$ cat config.mk
export PLATFORM = sky130hd
export DESIGN_NAME = oled_spi_streamer
export DESIGN_NICKNAME = d
export VERILOG_FILES = /design/src/rtl/oled_pkg.sv /design/src/rtl/oled_byte_fifo.sv /design/src/rtl/oled_spi_streamer.sv
export SDC_FILE = /design/constraint.sdc
export NUM_CORES = 1
export LEC_CHECK = 0
export CORE_ASPECT_RATIO = 2
export CORE_UTILIZATION = 55
export DETAILED_ROUTE_END_ITERATION = 12
export PLACE_DENSITY = 0.86
export SLEW_MARGIN = 20
export SYNTH_ARGS = -nofsm -noshare
export SYNTH_HDL_FRONTEND = slang
export SYNTH_SLANG_ARGS = --single-unit
$ cat constraint.sdc
create_clock -name HCLK -period 2.8 [get_ports HCLK]
set_input_delay 0.42 -clock HCLK [delete_from_list [all_inputs] [get_ports HCLK]]
set_output_delay 0.42 -clock HCLK [all_outputs]
set_load 0.1 [all_outputs]
$ cat src/rtl/oled_pkg.sv
// Shared definitions for the OLED SPI streamer: register map, status bits,
// shift-engine states and the tagged byte carried through the FIFO.
package oled_pkg;

  localparam int unsigned IDX_WIDTH = 3;

  localparam logic [IDX_WIDTH-1:0] REG_CTRL   = 3'd0;
  localparam logic [IDX_WIDTH-1:0] REG_STATUS = 3'd1;
  localparam logic [IDX_WIDTH-1:0] REG_CMD    = 3'd2;
  localparam logic [IDX_WIDTH-1:0] REG_DATA   = 3'd3;
  localparam logic [IDX_WIDTH-1:0] REG_FILL   = 3'd4;

  localparam int unsigned CTRL_EN      = 0;
  localparam int unsigned CTRL_DIV_LSB = 8;

  localparam int unsigned ST_BUSY      = 0;
  localparam int unsigned ST_FULL      = 1;
  localparam int unsigned ST_EMPTY     = 2;
  localparam int unsigned ST_OVF       = 3;
  localparam int unsigned ST_FERR      = 4;
  localparam int unsigned ST_LEVEL_LSB = 8;

  typedef enum logic [1:0] {
    IDLE = 2'd0,
    LOAD = 2'd1,
    LOW  = 2'd2,
    HIGH = 2'd3
  } shift_state_t;

  typedef struct packed {
    logic       dnc;
    logic [7:0] data;
  } oled_byte_t;

endpackage

$ cat src/rtl/oled_byte_fifo.sv
// Synchronous FIFO of tagged OLED bytes; pushes while full are dropped,
// head_c is the combinational view of the oldest entry.
module oled_byte_fifo
  import oled_pkg::*;
#(
  parameter int unsigned FIFO_DEPTH = 16
) (
  input  logic                          clk,
  input  logic                          rst,
  input  logic                          push,
  input  oled_byte_t                    push_data,
  input  logic                          pop,
  output oled_byte_t                    head_c,
  output logic                          full,
  output logic                          empty,
  output logic [$clog2(FIFO_DEPTH):0]   level
);

  localparam int unsigned AW = $clog2(FIFO_DEPTH);
  localparam int unsigned LW = AW + 1;

  oled_byte_t        mem [FIFO_DEPTH];
  logic [AW-1:0]     wr_ptr;
  logic [AW-1:0]     rd_ptr;
  logic [LW-1:0]     level_d;
  logic              do_push;
  logic              do_pop;

  assign do_push = push & ~full;
  assign do_pop  = pop & ~empty;
  assign head_c  = mem[rd_ptr];

  always_comb begin
    level_d = level;
    if (do_push && !do_pop) begin
      level_d = level + LW'(1);
    end else if (!do_push && do_pop) begin
      level_d = level - LW'(1);
    end
  end

  // Flags are registered from the next level so they line up with level.
  always_ff @(posedge clk) begin
    if (rst) begin
      wr_ptr <= '0;
      rd_ptr <= '0;
      level  <= '0;
      full   <= 1'b0;
      empty  <= 1'b1;
    end else begin
      if (do_push) wr_ptr <= wr_ptr + AW'(1);
      if (do_pop)  rd_ptr <= rd_ptr + AW'(1);
      level <= level_d;
      full  <= (level_d == LW'(FIFO_DEPTH));
      empty <= (level_d == '0);
    end
  end

  always_ff @(posedge clk) begin
    if (do_push) mem[wr_ptr] <= push_data;
  end

endmodule

$ cat src/rtl/oled_spi_streamer.sv
// AHB-Lite slave that queues command/data bytes and streams them to a 4-wire
// SPI OLED. Define OLED_FILL_EN to add the hardware solid-colour fill engine.
module oled_spi_streamer
  import oled_pkg::*;
#(
  parameter int unsigned FIFO_DEPTH = 16,
  parameter int unsigned DIV_WIDTH  = 8,
  parameter int unsigned RESET_DIV  = 1
) (
  input  logic        HCLK,
  input  logic        HRESET,
  input  logic        HSEL,
  input  logic        HREADY,
  input  logic        HWRITE,
  input  logic [31:0] HADDR,
  input  logic [31:0] HWDATA,
  input  logic [2:0]  HSIZE,
  input  logic [1:0]  HTRANS,
  output logic [31:0] HRDATA,
  output logic        HREADYOUT,
  output logic        nCS,
  output logic        DnC,
  output logic        SDIN,
  output logic        SCLK
);

  localparam int unsigned LW = $clog2(FIFO_DEPTH) + 1;

  logic                 ph_wr;
  logic                 ph_rd;
  logic [IDX_WIDTH-1:0] ph_idx;
  logic                 wr_ctrl;
  logic                 wr_status;
  logic                 push_req;

  logic                 en;
  logic [DIV_WIDTH-1:0] div;
  logic                 ovf;
  logic                 ferr;
  logic                 fill_active;
  logic                 busy;

  oled_byte_t           push_byte;
  oled_byte_t           fifo_head;
  logic                 fifo_full;
  logic                 fifo_empty;
  logic [LW-1:0]        fifo_level;
  logic                 fifo_pop;

  oled_byte_t           src_byte;
  logic                 src_avail;
  logic                 src_pop;

  shift_state_t         state;
  shift_state_t         state_d;
  logic [DIV_WIDTH-1:0] cur_div;
  logic [DIV_WIDTH-1:0] div_cnt;
  logic [2:0]           bit_cnt;
  logic [7:0]           shreg;

  logic                 unused_ok;

  assign HREADYOUT = 1'b1;
  assign unused_ok = ^{HSIZE, HADDR[31:5], HADDR[1:0], HTRANS[0], HWDATA};

  // AHB address phase capture; the write itself happens in the data phase.
  always_ff @(posedge HCLK) begin
    if (HRESET) begin
      ph_wr  <= 1'b0;
      ph_rd  <= 1'b0;
      ph_idx <= '0;
    end else begin
      ph_wr  <= HSEL & HREADY & HTRANS[1] & HWRITE;
      ph_rd  <= HSEL & HREADY & HTRANS[1] & ~HWRITE;
      ph_idx <= HADDR[4:2];
    end
  end

  assign wr_ctrl   = ph_wr & (ph_idx == REG_CTRL);
  assign wr_status = ph_wr & (ph_idx == REG_STATUS);
  assign push_req  = ph_wr & ((ph_idx == REG_CMD) | (ph_idx == REG_DATA));

  always_comb begin
    push_byte      = '0;
    push_byte.dnc  = (ph_idx == REG_DATA);
    push_byte.data = HWDATA[7:0];
  end

  always_ff @(posedge HCLK) begin
    if (HRESET) begin
      en  <= 1'b0;
      div <= DIV_WIDTH'(RESET_DIV);
      ovf <= 1'b0;
    end else begin
      if (wr_ctrl) begin
        en  <= HWDATA[CTRL_EN];
        div <= HWDATA[CTRL_DIV_LSB +: DIV_WIDTH];
      end
      if (push_req && fifo_full) begin
        ovf <= 1'b1;
      end else if (wr_status && HWDATA[ST_OVF]) begin
        ovf <= 1'b0;
      end
    end
  end

  oled_byte_fifo #(
    .FIFO_DEPTH (FIFO_DEPTH)
  ) u_fifo (
    .clk       (HCLK),
    .rst       (HRESET),
    .push      (push_req),
    .push_data (push_byte),
    .pop       (fifo_pop),
    .head_c    (fifo_head),
    .full      (fifo_full),
    .empty     (fifo_empty),
    .level     (fifo_level)
  );

  assign src_pop = (state == LOAD);

`ifdef OLED_FILL_EN
  logic        wr_fill;
  logic        fill_hi;
  logic [15:0] fill_colour;
  logic [15:0] fill_cnt;

  assign wr_fill = ph_wr & (ph_idx == REG_FILL);

  // Fill engine: stands in for the FIFO as byte source, high colour byte first.
  always_ff @(posedge HCLK) begin
    if (HRESET) begin
      fill_active <= 1'b0;
      fill_hi     <= 1'b0;
      fill_colour <= '0;
      fill_cnt    <= '0;
      ferr        <= 1'b0;
    end else begin
      if (wr_fill) begin
        if (fifo_empty && !fill_active) begin
          if (HWDATA[31:16] != '0) begin
            fill_active <= 1'b1;
            fill_hi     <= 1'b1;
            fill_colour <= HWDATA[15:0];
            fill_cnt    <= HWDATA[31:16];
          end
        end else begin
          ferr <= 1'b1;
        end
      end else if (wr_status && HWDATA[ST_FERR]) begin
        ferr <= 1'b0;
      end
      if (src_pop && fill_active) begin
        fill_hi <= ~fill_hi;
        if (!fill_hi) begin
          fill_cnt <= fill_cnt - 16'd1;
          if (fill_cnt == 16'd1) fill_active <= 1'b0;
        end
      end
    end
  end

  always_comb begin
    src_byte = fifo_head;
    if (fill_active) begin
      src_byte.dnc  = 1'b1;
      src_byte.data = fill_hi ? fill_colour[15:8] : fill_colour[7:0];
    end
  end

  assign src_avail = fill_active | ~fifo_empty;
  assign fifo_pop  = src_pop & ~fill_active;
`else
  assign fill_active = 1'b0;
  assign ferr        = 1'b0;
  assign src_byte    = fifo_head;
  assign src_avail   = ~fifo_empty;
  assign fifo_pop    = src_pop;
`endif

  assign busy = (state != IDLE) | fill_active;

  always_ff @(posedge HCLK) begin
    if (HRESET) state <= IDLE;
    else        state <= state_d;
  end

  always_comb begin
    state_d = state;
    case (state)
      IDLE: if (en && src_avail) state_d = LOAD;
      LOAD: state_d = LOW;
      LOW:  if (div_cnt == '0) state_d = HIGH;
      HIGH: begin
        if (div_cnt == '0) begin
          if (bit_cnt == 3'd7) state_d = (en && src_avail) ? LOAD : IDLE;
          else                 state_d = LOW;
        end
      end
      default: state_d = IDLE;
    endcase
  end

  // Shift datapath; nCS/SCLK are registered decodes of the next state.
  always_ff @(posedge HCLK) begin
    if (HRESET) begin
      cur_div <= '0;
      div_cnt <= '0;
      bit_cnt <= '0;
      shreg   <= '0;
      nCS     <= 1'b1;
      SCLK    <= 1'b0;
      SDIN    <= 1'b0;
      DnC     <= 1'b0;
    end else begin
      nCS  <= (state_d == IDLE);
      SCLK <= (state_d == HIGH);
      case (state)
        LOAD: begin
          cur_div <= div;
          div_cnt <= div;
          bit_cnt <= '0;
          shreg   <= src_byte.data;
          SDIN    <= src_byte.data[7];
          DnC     <= src_byte.dnc;
        end
        LOW: begin
          div_cnt <= (div_cnt == '0) ? cur_div : div_cnt - DIV_WIDTH'(1);
        end
        HIGH: begin
          if (div_cnt == '0) begin
            div_cnt <= cur_div;
            bit_cnt <= bit_cnt + 3'd1;
            if (bit_cnt != 3'd7) begin
              shreg <= {shreg[6:0], 1'b0};
              SDIN  <= shreg[6];
            end
          end else begin
            div_cnt <= div_cnt - DIV_WIDTH'(1);
          end
        end
        default: ;
      endcase
    end
  end

  always_comb begin
    HRDATA = '0;
    if (ph_rd) begin
      case (ph_idx)
        REG_CTRL: begin
          HRDATA[CTRL_EN]                   = en;
          HRDATA[CTRL_DIV_LSB +: DIV_WIDTH] = div;
        end
        REG_STATUS: begin
          HRDATA[ST_BUSY]              = busy;
          HRDATA[ST_FULL]              = fifo_full;
          HRDATA[ST_EMPTY]             = fifo_empty;
          HRDATA[ST_OVF]               = ovf;
          HRDATA[ST_FERR]              = ferr;
          HRDATA[ST_LEVEL_LSB +: 8]    = 8'(fifo_level);
        end
        default: HRDATA = '0;
      endcase
    end
  end

endmodule
* After elaboration in Yosys (flattened, before gate mapping)
Memory sizes are Yosys's and may differ from the RTL's. A register that Yosys moved wholly into a read port is not among the register bits. Cells that the tools add are included. W data, S select, Z words.
Storage, ports and cells: RAM bits 144, memories 1, logic and storage cells 99, register bits 62, output and inout bits 37, input port bits 74
Cells by class: multiplexer cells 28, reduce and logical (&&, ||, !) cells 19, bitwise operators 13, equal/unequal tests 12, $add $sub $neg 6
Memory list:
- u_fifo.mem | depth 16, width 9, read ports 1, clocked after Yosys merged registers in 1, write ports 1, line oled_byte_fifo.sv:22 | oled_byte_t mem [FIFO_DEPTH];
Operators with widths (number):
- $pmux W8 S2 | 2
- $mux W16 | 1
- $mux W7 | 2
- $pmux W7 S2 | 1
- $mux W5 | 2
- $and A1 B1 Y1 | 9
- $add A4 B1 Y4 const B | 2
- $logic_not A8 Y1 | 1
- $mux W2 | 4
- $mux W4 | 2
- $mux W8 | 1
- $pmux W2 S4 | 1
- $reduce_bool A2 Y1 | 4
- $sub A8 B1 Y8 const B | 1
- $mux W1 | 7
- $eq A2 B2 Y1 const B | 3
- $eq A3 B2 Y1 const B | 2
- $mux W3 | 2
- $pmux W3 S2 | 1
- $add A5 B1 Y5 const B | 1
- $eq A5 B5 Y1 const B | 1
- $logic_and A1 B1 Y1 | 5
- $logic_not A5 Y1 | 1
- $sub A5 B1 Y5 const B | 1
- other kinds (15) | 21

* Logic depth before layout (Yosys ltp)
Gate-level depths: netlist of the first run.
word-level depth 9, depth in mapped cells 9, gate-level depth less buffers 7

* By module
A second synthesis of the first run with hierarchy kept.
Second synthesis, totals: cells, all modules 625, area, all modules 9058.7 um^2
Modules (own cells, without submodules):
- oled_byte_fifo | cells each 315, times used 1, seq. area each 4704.5 um^2, area each 6505.0 um^2
- oled_spi_streamer | cells each 310, times used 1, seq. area each 940.9 um^2, area each 2553.7 um^2

* Worst setup path before layout of the first run
Ideal clock, no wire load.
path kind reg-to-output, start point reg ph_idx[1], end point out HRDATA[10], path slack 0.679 ns, stages on the path, launching flop included 3, buffers on the path 0, required time 2.380 ns, data arrival time 1.701 ns, cell sequence dfxtp_1 nor4b_2 a22o_1
On the way: longest elaborated chain between the ends 3, elaborated cells on any way between the ends 4, classes of those cells 1 x eq/ne; 2 x mux; 1 x reduce/logical
Ends and longest elaborated chain:
- start, declared | line oled_spi_streamer.sv:31 | logic [IDX_WIDTH-1:0] ph_idx;
- start signal, assigned | line oled_spi_streamer.sv:75 | ph_idx <= HADDR[4:2];
- $eq A3 B1 Y1 or $logic_not A3 Y1 (tied branches) | line oled_spi_streamer.sv:251 | case (ph_idx)
- $pmux W8 S2 (*) | line oled_spi_streamer.sv:251
- $mux W16 (*) | line oled_spi_streamer.sv:250 | if (ph_rd) begin
- end, declared | line oled_spi_streamer.sv:19 | output logic [31:0] HRDATA,
Mark *: on every way between the ends. The rest lies on a longest branch, timed or not.

* Final worst setup path of the first run
start point reg ph_idx[1], end point out HRDATA[15]
Same word-level chain as after synthesis.

==> flow_metrics.env, run 1 <==
export IMPL_clkSlewWorstSetupHoldPaths_ns=0.06
export IMPL_grt_ovfl_total=0
export IMPL_final_setup_viol_count=0
export IMPL_hp_class="input port to flop"
export IMPL_status="finished, final reports clean"
export IMPL_ys_warnings_count=0
export IMPL_ioPinCount=111
export IMPL_vias=5705
export IMPL_die_x_um=92.13
export IMPL_cpPeakStageDelay_ns=0.72
export IMPL_path_delay_family="simple AND/OR/NAND/NOR gates"
export IMPL_grt_pass1_vias=5841
export IMPL_htreeDepth=1
export IMPL_syn_avg_cell_area_um2=13.50
export IMPL_slew_headroom_pct=47.81
export IMPL_required_ns=2.38
export IMPL_drt_wl_total_um=19790
export IMPL_fin_skew_ns=0.01323
export IMPL_dr_pass1_iters=5
export IMPL_hpwl_um=13460
export IMPL_synth_cell_types=65
export IMPL_critPathSlowestCell="nor4b_2"
export IMPL_worstSkewPairLatency_ns=0.49
export IMPL_fmax_mhz=396.1
export IMPL_critPathMaxFanout=9
export IMPL_grt_max_degree=46
export IMPL_rsz0062_at_grt="false"
export IMPL_dr_first_iter_drc_count=429
export IMPL_synth_top_area_cell="edfxtp_1"
export IMPL_drive_gt1_share_pct=16.50
export IMPL_clock_sinks=210
export IMPL_grt_pass1_wl_um=30800
export IMPL_via_per_inst=6.188
export IMPL_synthCells=662
export IMPL_synth_area_top_cells="edfxtp_1 (48%), dfxtp_1 (15%), mux4_2 (4.5%)"
export IMPL_post_cts_buffers=0
export IMPL_critPathBufInv=1
export IMPL_final_common_cell="edfxtp_1"
export IMPL_period_needed_ns=2.525
export IMPL_row_count=65
export IMPL_ys_async_sr_fraction_pct=0
export IMPL_cts_made_buffers=18
export IMPL_worstSetupPathType="flop to output pin"
export IMPL_final_antenna_net_count=0
export IMPL_nets=793
export IMPL_slew_viol_final=0
export IMPL_synthFlopType="edfxtp_1"
export IMPL_worstPathCellList="nor4b_2 -> and2_1 -> buf_4"
export IMPL_startpoint_type="flop"
export IMPL_setup_tns_ns=0
export IMPL_ctsResizeCount=0
export IMPL_dieArea_um2=16790
export IMPL_cp_arrival_ns=2.10
export IMPL_grt_usage_pct=24.18
export IMPL_area_growth_pct=14.30
export IMPL_clk_path_buf_depth=3
export IMPL_fin_area_um2=10210
export IMPL_root_buffer="clkbuf_16"
export IMPL_ys_seq_area_share_pct=63.18
export IMPL_synth_edf_count=144
export IMPL_synth_area_um2=8935
export IMPL_ctsHoldBuffers=0
export IMPL_place_congestion=0.8625
export IMPL_end_kind="output pin"
export IMPL_placed_area_um2=9595
export IMPL_final_cell_mix="edfxtp_1 (144), nand2_1 (73), dfxtp_1 (65), nor2_1 (46), buf_4 (37)"
export IMPL_hold_violations=0
export IMPL_diodes=0
export IMPL_synth_top_area_share_pct=48.40
export IMPL_antenna_found_initial=0
export IMPL_cts_tree="built"
export IMPL_drv_cap=0
export IMPL_period_share_pct=90.17
export IMPL_core_area_um2=15860
export IMPL_io_buffer_count=40
export IMPL_ys_seq_elements=210
export IMPL_power_density_nw_per_um2=601.2
export IMPL_initial_utilization_pct=56.34
export IMPL_ir_worst_vdd_uv=580.2
export IMPL_worst_pin_slew_ns=0.7808
export IMPL_p_leak_nw=3.433
export IMPL_drcViolationCount=0
export IMPL_routedWlPerCell_um=21.46
export IMPL_fp_dieH_um=182.3
[report_power, final]
group          switching (mW)  total, mW  internal (mW)
combinational           0.195      0.249         0.0534
clock                    1.12       2.57           1.44
sequential             0.0125       3.33           3.31
total                    1.33       6.14           4.81
[layout make-up]
| type | count | area [um^2] |
|---|---|---|
| sequential | 210 | 5647 |
| tap | 201 | 251.5 |
| inverter | 8 | 30.03 |
| fill | 1085 | 5647 |
| clock inverter | 13 | 162.7 |
| multi-input combinational | 401 | 2974 |
| clock buffer | 19 | 454.2 |
| timing repair buffer | 70 | 693.2 |
[cell families (layout without fill, tap and decap cells)]
group	after synthesis	in the layout	share of synthesized area [%]
other cells	2	21	0.08405
xor+xnor	11	11	1.078
simple gates	208	208	12.00
mux	43	43	9.495
buf+inv	70	110	4.327
fa+ha+maj	10	10	1.400
flops	210	210	63.18
compound gates	108	108	8.430
[stage by stage]
stage | util [%] | power [mW] | instances | worst slack [ns] | hold slack (ns)
3_3_place_gp | 60.50 | 3.631 | 890 | 0.5778 | 0.4394
2_1_floorplan | - | 3.587 | 681 | 0.6788 | 0.4311
6_report | 64.39 | 6.140 | 922 | 0.2752 | 0.2636
5_1_grt | 64.39 | 6.301 | 922 | 0.1970 | 0.2738
3_5_place_dp | 60.50 | 3.643 | 890 | 0.4315 | 0.4488
4_1_cts | 64.39 | 6.175 | 922 | 0.2684 | 0.2562
[cell usage after synthesis, drive strengths merged, types with 4 or more instances]
master / instances
a32oi: 7
nand2: 73
mux2: 11
nand3: 13
a211oi: 13
xnor2: 4
buf: 34
a222oi: 7
a21oi: 24
nor2: 47
mux4: 29
and2: 9
nor3: 8
inv: 8
clkbuf: 28
nand2b: 5
a2111oi: 7
o21ai: 20
ha: 10
a22o: 5
o31ai: 8
xor2: 7
nand4: 4
dfxtp: 66
nor2b: 25
edfxtp: 144
[worst paths after layout]
kind	cells after the start	slack, ns	start	to
setup / recovery	3	0.28	ph_idx[1]	HRDATA[15]
hold / removal	2	0.26	HRESET	ovf
setup reg to reg	5	0.44	flop	shreg[4]
hold reg to reg	2	0.46	cur_div[1]	cur_div[1]
[flip-flops by register name, indices dropped and copies added (netlist names), 4 cells and up, named ones only]
signal	cells
shreg	7
cur_div	8
u_fifo.wr_ptr	4
div_cnt	8
u_fifo.mem	144
u_fifo.level	5
u_fifo.rd_ptr	4
div	8
[layer usage]
metal	part of all wire [%]	wire [um]	vias up	GRT usage, %
met3	4.6	903	84	3.292
met2	55	10940	253	45.49
met1	34	6688	2812	24.43
met5	0	0	-	0
li1	-	-	2556	-
met4	6.3	1254	0	15.25
[worst register-to-register path: cells and delay by family (launching register included)]
| kind | cells | cell delay, ns |
|---|---|---|
| compound gates | 3 | 0.83 |
| flops | 1 | 0.72 |
| mux | 1 | 0.60 |
| simple gates | 1 | 0.08 |
(Power assumes the default switching activity.)
==> inputs of run 2 (changes only) <==
CELL_PAD_IN_SITES_DETAIL_PLACEMENT = 1   (was not set)
CELL_PAD_IN_SITES_GLOBAL_PLACEMENT = 1   (was not set)
CORE_UTILIZATION = 46   (was 55)
CTS_CLUSTER_SIZE = 40   (was not set)
PLACE_DENSITY = 0.87   (was 0.86)
==> run 2 against run 1 <==
Against the previous run: count of clock-buffer cells in the layout up 1; die area increased by 19%; critical path depth unchanged; via count fell by 0.75%; wire length is 15% higher; final cell count grew 5.7%; first-iteration DRC count shrank 43%; largest cell class unchanged.
==> flow_metrics.env, run 2 (synthesized netlist as in run 1, its figures left out) <==
export IMPL_status="finished, final reports clean"
export IMPL_cts_made_buffers=19
export IMPL_final_setup_viol_count=0
export IMPL_worst_pin_slew_ns=0.8767
export IMPL_dp_cells=942
export IMPL_ff_latch_area_um2=5647
export IMPL_period_share_pct=92.70
export IMPL_drcViolationCount=0
export IMPL_largest_register_ffs=144
export IMPL_grt_max_degree=47
export IMPL_period_needed_ns=2.596
export IMPL_worstSetupPathType="flop to output pin"
export IMPL_io_buffer_count=40
export IMPL_dieArea_um2=20020
export IMPL_final_cell_mix="edfxtp_1 (144), nand2_1 (73), dfxtp_1 (65), nor2_1 (46), buf_4 (31)"
export IMPL_drt_wl_total_um=22690
export IMPL_core_area_um2=18920
export IMPL_fin_skew_ns=0.01355
export IMPL_clkSlewWorstSetupHoldPaths_ns=0.07
export IMPL_slew_headroom_pct=41.40
export IMPL_rsz0062_at_grt="false"
export IMPL_via_per_inst=5.807
export IMPL_path_delay_family="simple AND/OR/NAND/NOR gates"
export IMPL_row_count=71
export IMPL_die_x_um=100.6
export IMPL_grt_ovfl_total=0
export IMPL_power_density_nw_per_um2=590.8
export IMPL_grt_pass1_wl_um=34800
export IMPL_clock_sinks=210
export IMPL_final_antenna_net_count=0
export IMPL_cts_tree="built"
export IMPL_n_fill_cell=1877
export IMPL_ctsResizeCount=0
export IMPL_cpPeakStageDelay_ns=0.80
export IMPL_initial_utilization_pct=47.22
export IMPL_final_common_cell="edfxtp_1"
export IMPL_hpwl_um=15980
export IMPL_clk_path_buf_depth=3
export IMPL_hold_violations=0
export IMPL_ir_worst_vdd_uv=689.3
export IMPL_vias=5662
export IMPL_critPathSlowestCell="nor4b_2"
export IMPL_drv_cap=0
export IMPL_grt_usage_pct=23.59
export IMPL_antenna_found_initial=0
export IMPL_place_congestion=0.8090
export IMPL_largest_register="u_fifo.mem"
export IMPL_required_ns=2.38
export IMPL_setup_tns_ns=0
export IMPL_htreeDepth=1
export IMPL_ctsHoldBuffers=0
export IMPL_worstPathCellList="nor4b_2 -> a22o_1 -> buf_12"
export IMPL_ioPinCount=111
export IMPL_multi_input_area_um2=2974
export IMPL_slew_viol_final=0
export IMPL_routedWlPerCell_um=23.27
export IMPL_drive_gt1_share_pct=16.11
export IMPL_dr_first_iter_drc_count=243
export IMPL_end_kind="output pin"
export IMPL_critPathMaxFanout=9
export IMPL_diodes=0
export IMPL_root_buffer="clkbuf_16"
export IMPL_fmax_mhz=385.3
export IMPL_fin_cells=975
export IMPL_nets=792
export IMPL_worstSkewPairLatency_ns=0.50
export IMPL_cp_arrival_ns=2.18
export IMPL_critPathBufInv=1
export IMPL_p_leak_nw=3.406
export IMPL_dr_pass1_iters=6
export IMPL_fin_ws_ns=0.2045
export IMPL_grt_pass1_vias=6286
export IMPL_post_place_ws_ns=0.5366
export IMPL_post_cts_buffers=0
export IMPL_area_growth_pct=15.07
export IMPL_hp_class="input port to flop"
export IMPL_fp_dieH_um=199.1
export IMPL_startpoint_type="flop"
## run 2: worst paths after layout
check	start	cells past startpoint	to	slack, ns
worst min-delay path	HRESET	2	u_fifo.wr_ptr[0]	0.24
worst max-delay path	ph_idx[0]	3	HRDATA[9]	0.20
worst min register to register	cur_div[0]	2	cur_div[0]	0.45
worst max register to register	flop	6	SDIN	0.49
## run 2: through the flow
stage	power (mW)	area (um^2)	util, %	hold WS [ns]
6_report	6.074	10280	54.33	0.2408
5_1_grt	6.236	10280	54.33	0.2549
4_1_cts	6.116	10280	54.33	0.2284
3_5_place_dp	3.649	9698	51.25	0.4484
3_3_place_gp	3.633	9698	51.25	0.4403
2_1_floorplan	3.587	9006	-	0.4311
## run 2: layout make-up
cell class	count	share of cell area, %
sequential	210	54.92
multi-input combinational	401	28.93
timing repair buffer	68	7.083
clock buffer	20	4.661
tap	255	3.103
clock inverter	13	1.010
inverter	8	0.2921
## run 2: report_power, final
part	leakage (nW)	internal, mW	switching, mW	total, mW
clock	0.270	1.35	1.14	2.49
sequential	1.83	3.31	0.0139	3.33
combinational	1.31	0.0536	0.201	0.255
total	3.41	4.71	1.36	6.07
## run 2: per-layer routing
| layer | global-route usage (%) | up-vias | routed length [um] |
|---|---|---|---|
| met5 | 0 | - | 0 |
| met4 | 15.30 | 0 | 1309 |
| met3 | 3.288 | 78 | 787 |
| met2 | 45.54 | 175 | 12940 |
| met1 | 22.62 | 2862 | 7648 |
| li1 | - | 2547 | - |
==> inputs of run 3 (changes only) <==
GPL_TIMING_DRIVEN = 0   (was not set)
==> run 3 against run 2 <==
Against the previous run: setup slack worse by 0.063 ns; die area unchanged; worst hold slack gained 0.21 ns; critical path depth increased by 4; via count up 4.4%; sequential share of layout area fell by 0.99 points; clock skew is 0.0056 ns higher; count of clock-buffer cells in the layout is 3 higher; fmax down 2.4%; final area grew 1.8%; register-to-register slack worse by 0.35 ns; global-route usage is 2.2 points higher; critical path type is now flop to flop; largest cell class unchanged; highest routed layer unchanged.
==> flow_metrics.env, run 3 (synthesized netlist as in run 1, its figures left out) <==
export IMPL_slew_headroom_pct=24.95
export IMPL_ctsHoldBuffers=0
export IMPL_critPathBufInv=2
export IMPL_end_kind="flop"
export IMPL_status="finished, final reports clean"
export IMPL_core_area_um2=18920
export IMPL_routedWlPerCell_um=24.46
export IMPL_cts_made_buffers=20
export IMPL_worstPathCellList="buf_2 -> clkbuf_1 -> mux4_2 -> a222oi_1 -> o31ai_1 -> a32oi_1 -> nor2_1"
export IMPL_die_x_um=100.6
export IMPL_final_common_cell="edfxtp_1"
export IMPL_path_delay_family="compound AO/OA/AOI/OAI gates"
export IMPL_initial_utilization_pct=47.22
export IMPL_ff_latch_area_um2=5645
export IMPL_drt_wl_total_um=24810
export IMPL_startpoint_type="flop"
export IMPL_clock_sinks=210
export IMPL_slew_viol_final=0
export IMPL_hpwl_um=17610
export IMPL_p_leak_nw=3.564
export IMPL_cts_tree="built"
export IMPL_grt_max_degree=18
export IMPL_setup_tns_ns=0
export IMPL_clkSlewWorstSetupHoldPaths_ns=0.07
export IMPL_grt_ovfl_total=0
export IMPL_drv_cap=0
export IMPL_dp_cells=978
export IMPL_placed_area_um2=9761
export IMPL_fin_skew_ns=0.01914
export IMPL_fin_cells=1014
export IMPL_ioPinCount=111
export IMPL_post_cts_buffers=0
export IMPL_dieArea_um2=20020
export IMPL_post_place_ws_ns=-0.3203
export IMPL_fin_area_um2=10470
export IMPL_timing_hold_ws_ns=0.4550
export IMPL_critPathSlowestCell="a222oi_1"
export IMPL_grt_usage_pct=25.82
export IMPL_worst_pin_slew_ns=1.122
export IMPL_io_buffer_count=40
export IMPL_place_congestion=0.9061
export IMPL_final_setup_viol_count=0
export IMPL_antenna_found_initial=0
export IMPL_worstSkewPairLatency_ns=0.50
export IMPL_ir_worst_vdd_uv=551.2
export IMPL_hp_class="flop to flop"
export IMPL_clk_path_buf_depth=3
export IMPL_critPathMaxFanout=10
export IMPL_final_cell_mix="edfxtp_1 (144), nand2_1 (73), dfxtp_1 (66), nor2_1 (44), clkdlybuf4s50_1 (28)"
export IMPL_htreeDepth=1
export IMPL_period_needed_ns=2.658
export IMPL_final_antenna_net_count=0
export IMPL_required_ns=3.16
export IMPL_drcViolationCount=0
export IMPL_via_per_inst=5.830
export IMPL_cpPeakStageDelay_ns=0.62
export IMPL_worstSetupPathType="flop to flop"
export IMPL_area_growth_pct=17.15
export IMPL_grt_pass1_wl_um=37690
export IMPL_largest_register="u_fifo.mem"
export IMPL_nets=829
export IMPL_period_share_pct=94.95
export IMPL_rsz0062_at_grt="false"
export IMPL_dr_pass1_iters=5
export IMPL_dr_first_iter_drc_count=251
export IMPL_cp_arrival_ns=3.02
export IMPL_hold_violations=0
export IMPL_fin_ws_ns=0.1415
export IMPL_multi_input_area_um2=3008
export IMPL_row_count=71
export IMPL_vias=5912
export IMPL_diodes=0
export IMPL_fin_util_pct=55.32
export IMPL_drive_gt1_share_pct=17.79
export IMPL_n_fill_cell=1876
export IMPL_largest_register_ffs=144
export IMPL_fmax_mhz=376.2
export IMPL_grt_pass1_vias=6567
export IMPL_power_density_nw_per_um2=630.3
export IMPL_root_buffer="clkbuf_16"
export IMPL_fp_dieH_um=199.1
export IMPL_total_power_mw=6.597
-- run 3: cell count changes in the layout (fill, tap and decap cells not counted), sizes merged --
| cell | before | now |
|---|---|---|
| clkbuf | 20 | 51 |
| clkdlybuf4s15 | 0 | 3 |
| clkdlybuf4s50 | 23 | 28 |
| clkinv | 5 | 6 |
| clkinvlp | 6 | 2 |
| bufinv | 1 | 4 |
-- run 3: worst reg2reg max path, stage by stage, from the launching register on --
cell      delay, ns
dfxtp_1        0.31
buf_2          0.21
clkbuf_1       0.48
mux4_2         0.39
a222oi_1       0.62
o31ai_1        0.18
a32oi_1        0.24
nor2_1         0.08
-- run 3: final cells by class --
type                            count  share of cell area [%]
Tap cell                          255                   3.048
Multi-Input combinational cell    401                   28.74
Sequential cell                   210                   53.93
Clock inverter                     13                   1.769
Timing Repair Buffer               42                   3.574
Buffer                             62                   3.466
Inverter                            8                  0.2869
Clock buffer                       23                   5.188
-- run 3: worst paths after layout --
check                  start         end  slack, ns  depth (start not counted)
setup / recovery        flop    shreg[5]       0.14                          7
setup reg to reg        flop    shreg[5]       0.14                          7
hold / removal    cur_div[2]  cur_div[2]       0.45                          2
hold reg to reg   cur_div[2]  cur_div[2]       0.45                          2
-- run 3: what timing repair did --
| item | CTS | global route |
|---|---|---|
| resized for setup | 42 | 19 |
| pin swaps | 0 | 0 |
| setup endpoints to repair | 12 | 9 |
-- run 3: where the power goes --
part           internal, mW  switching, mW
Sequential             3.32         0.0148
Combinational        0.0739          0.211
Clock                  1.78           1.20
-- run 3: layer usage --
layer  up-vias  GRT usage [%]  part of all wire [%]
li1       2627              -                     -
met1      2987          23.56                    32
met2       197          49.82                    57
met3       101          3.708                   4.1
met4         0          19.32                   7.7
met5         -              0                     0
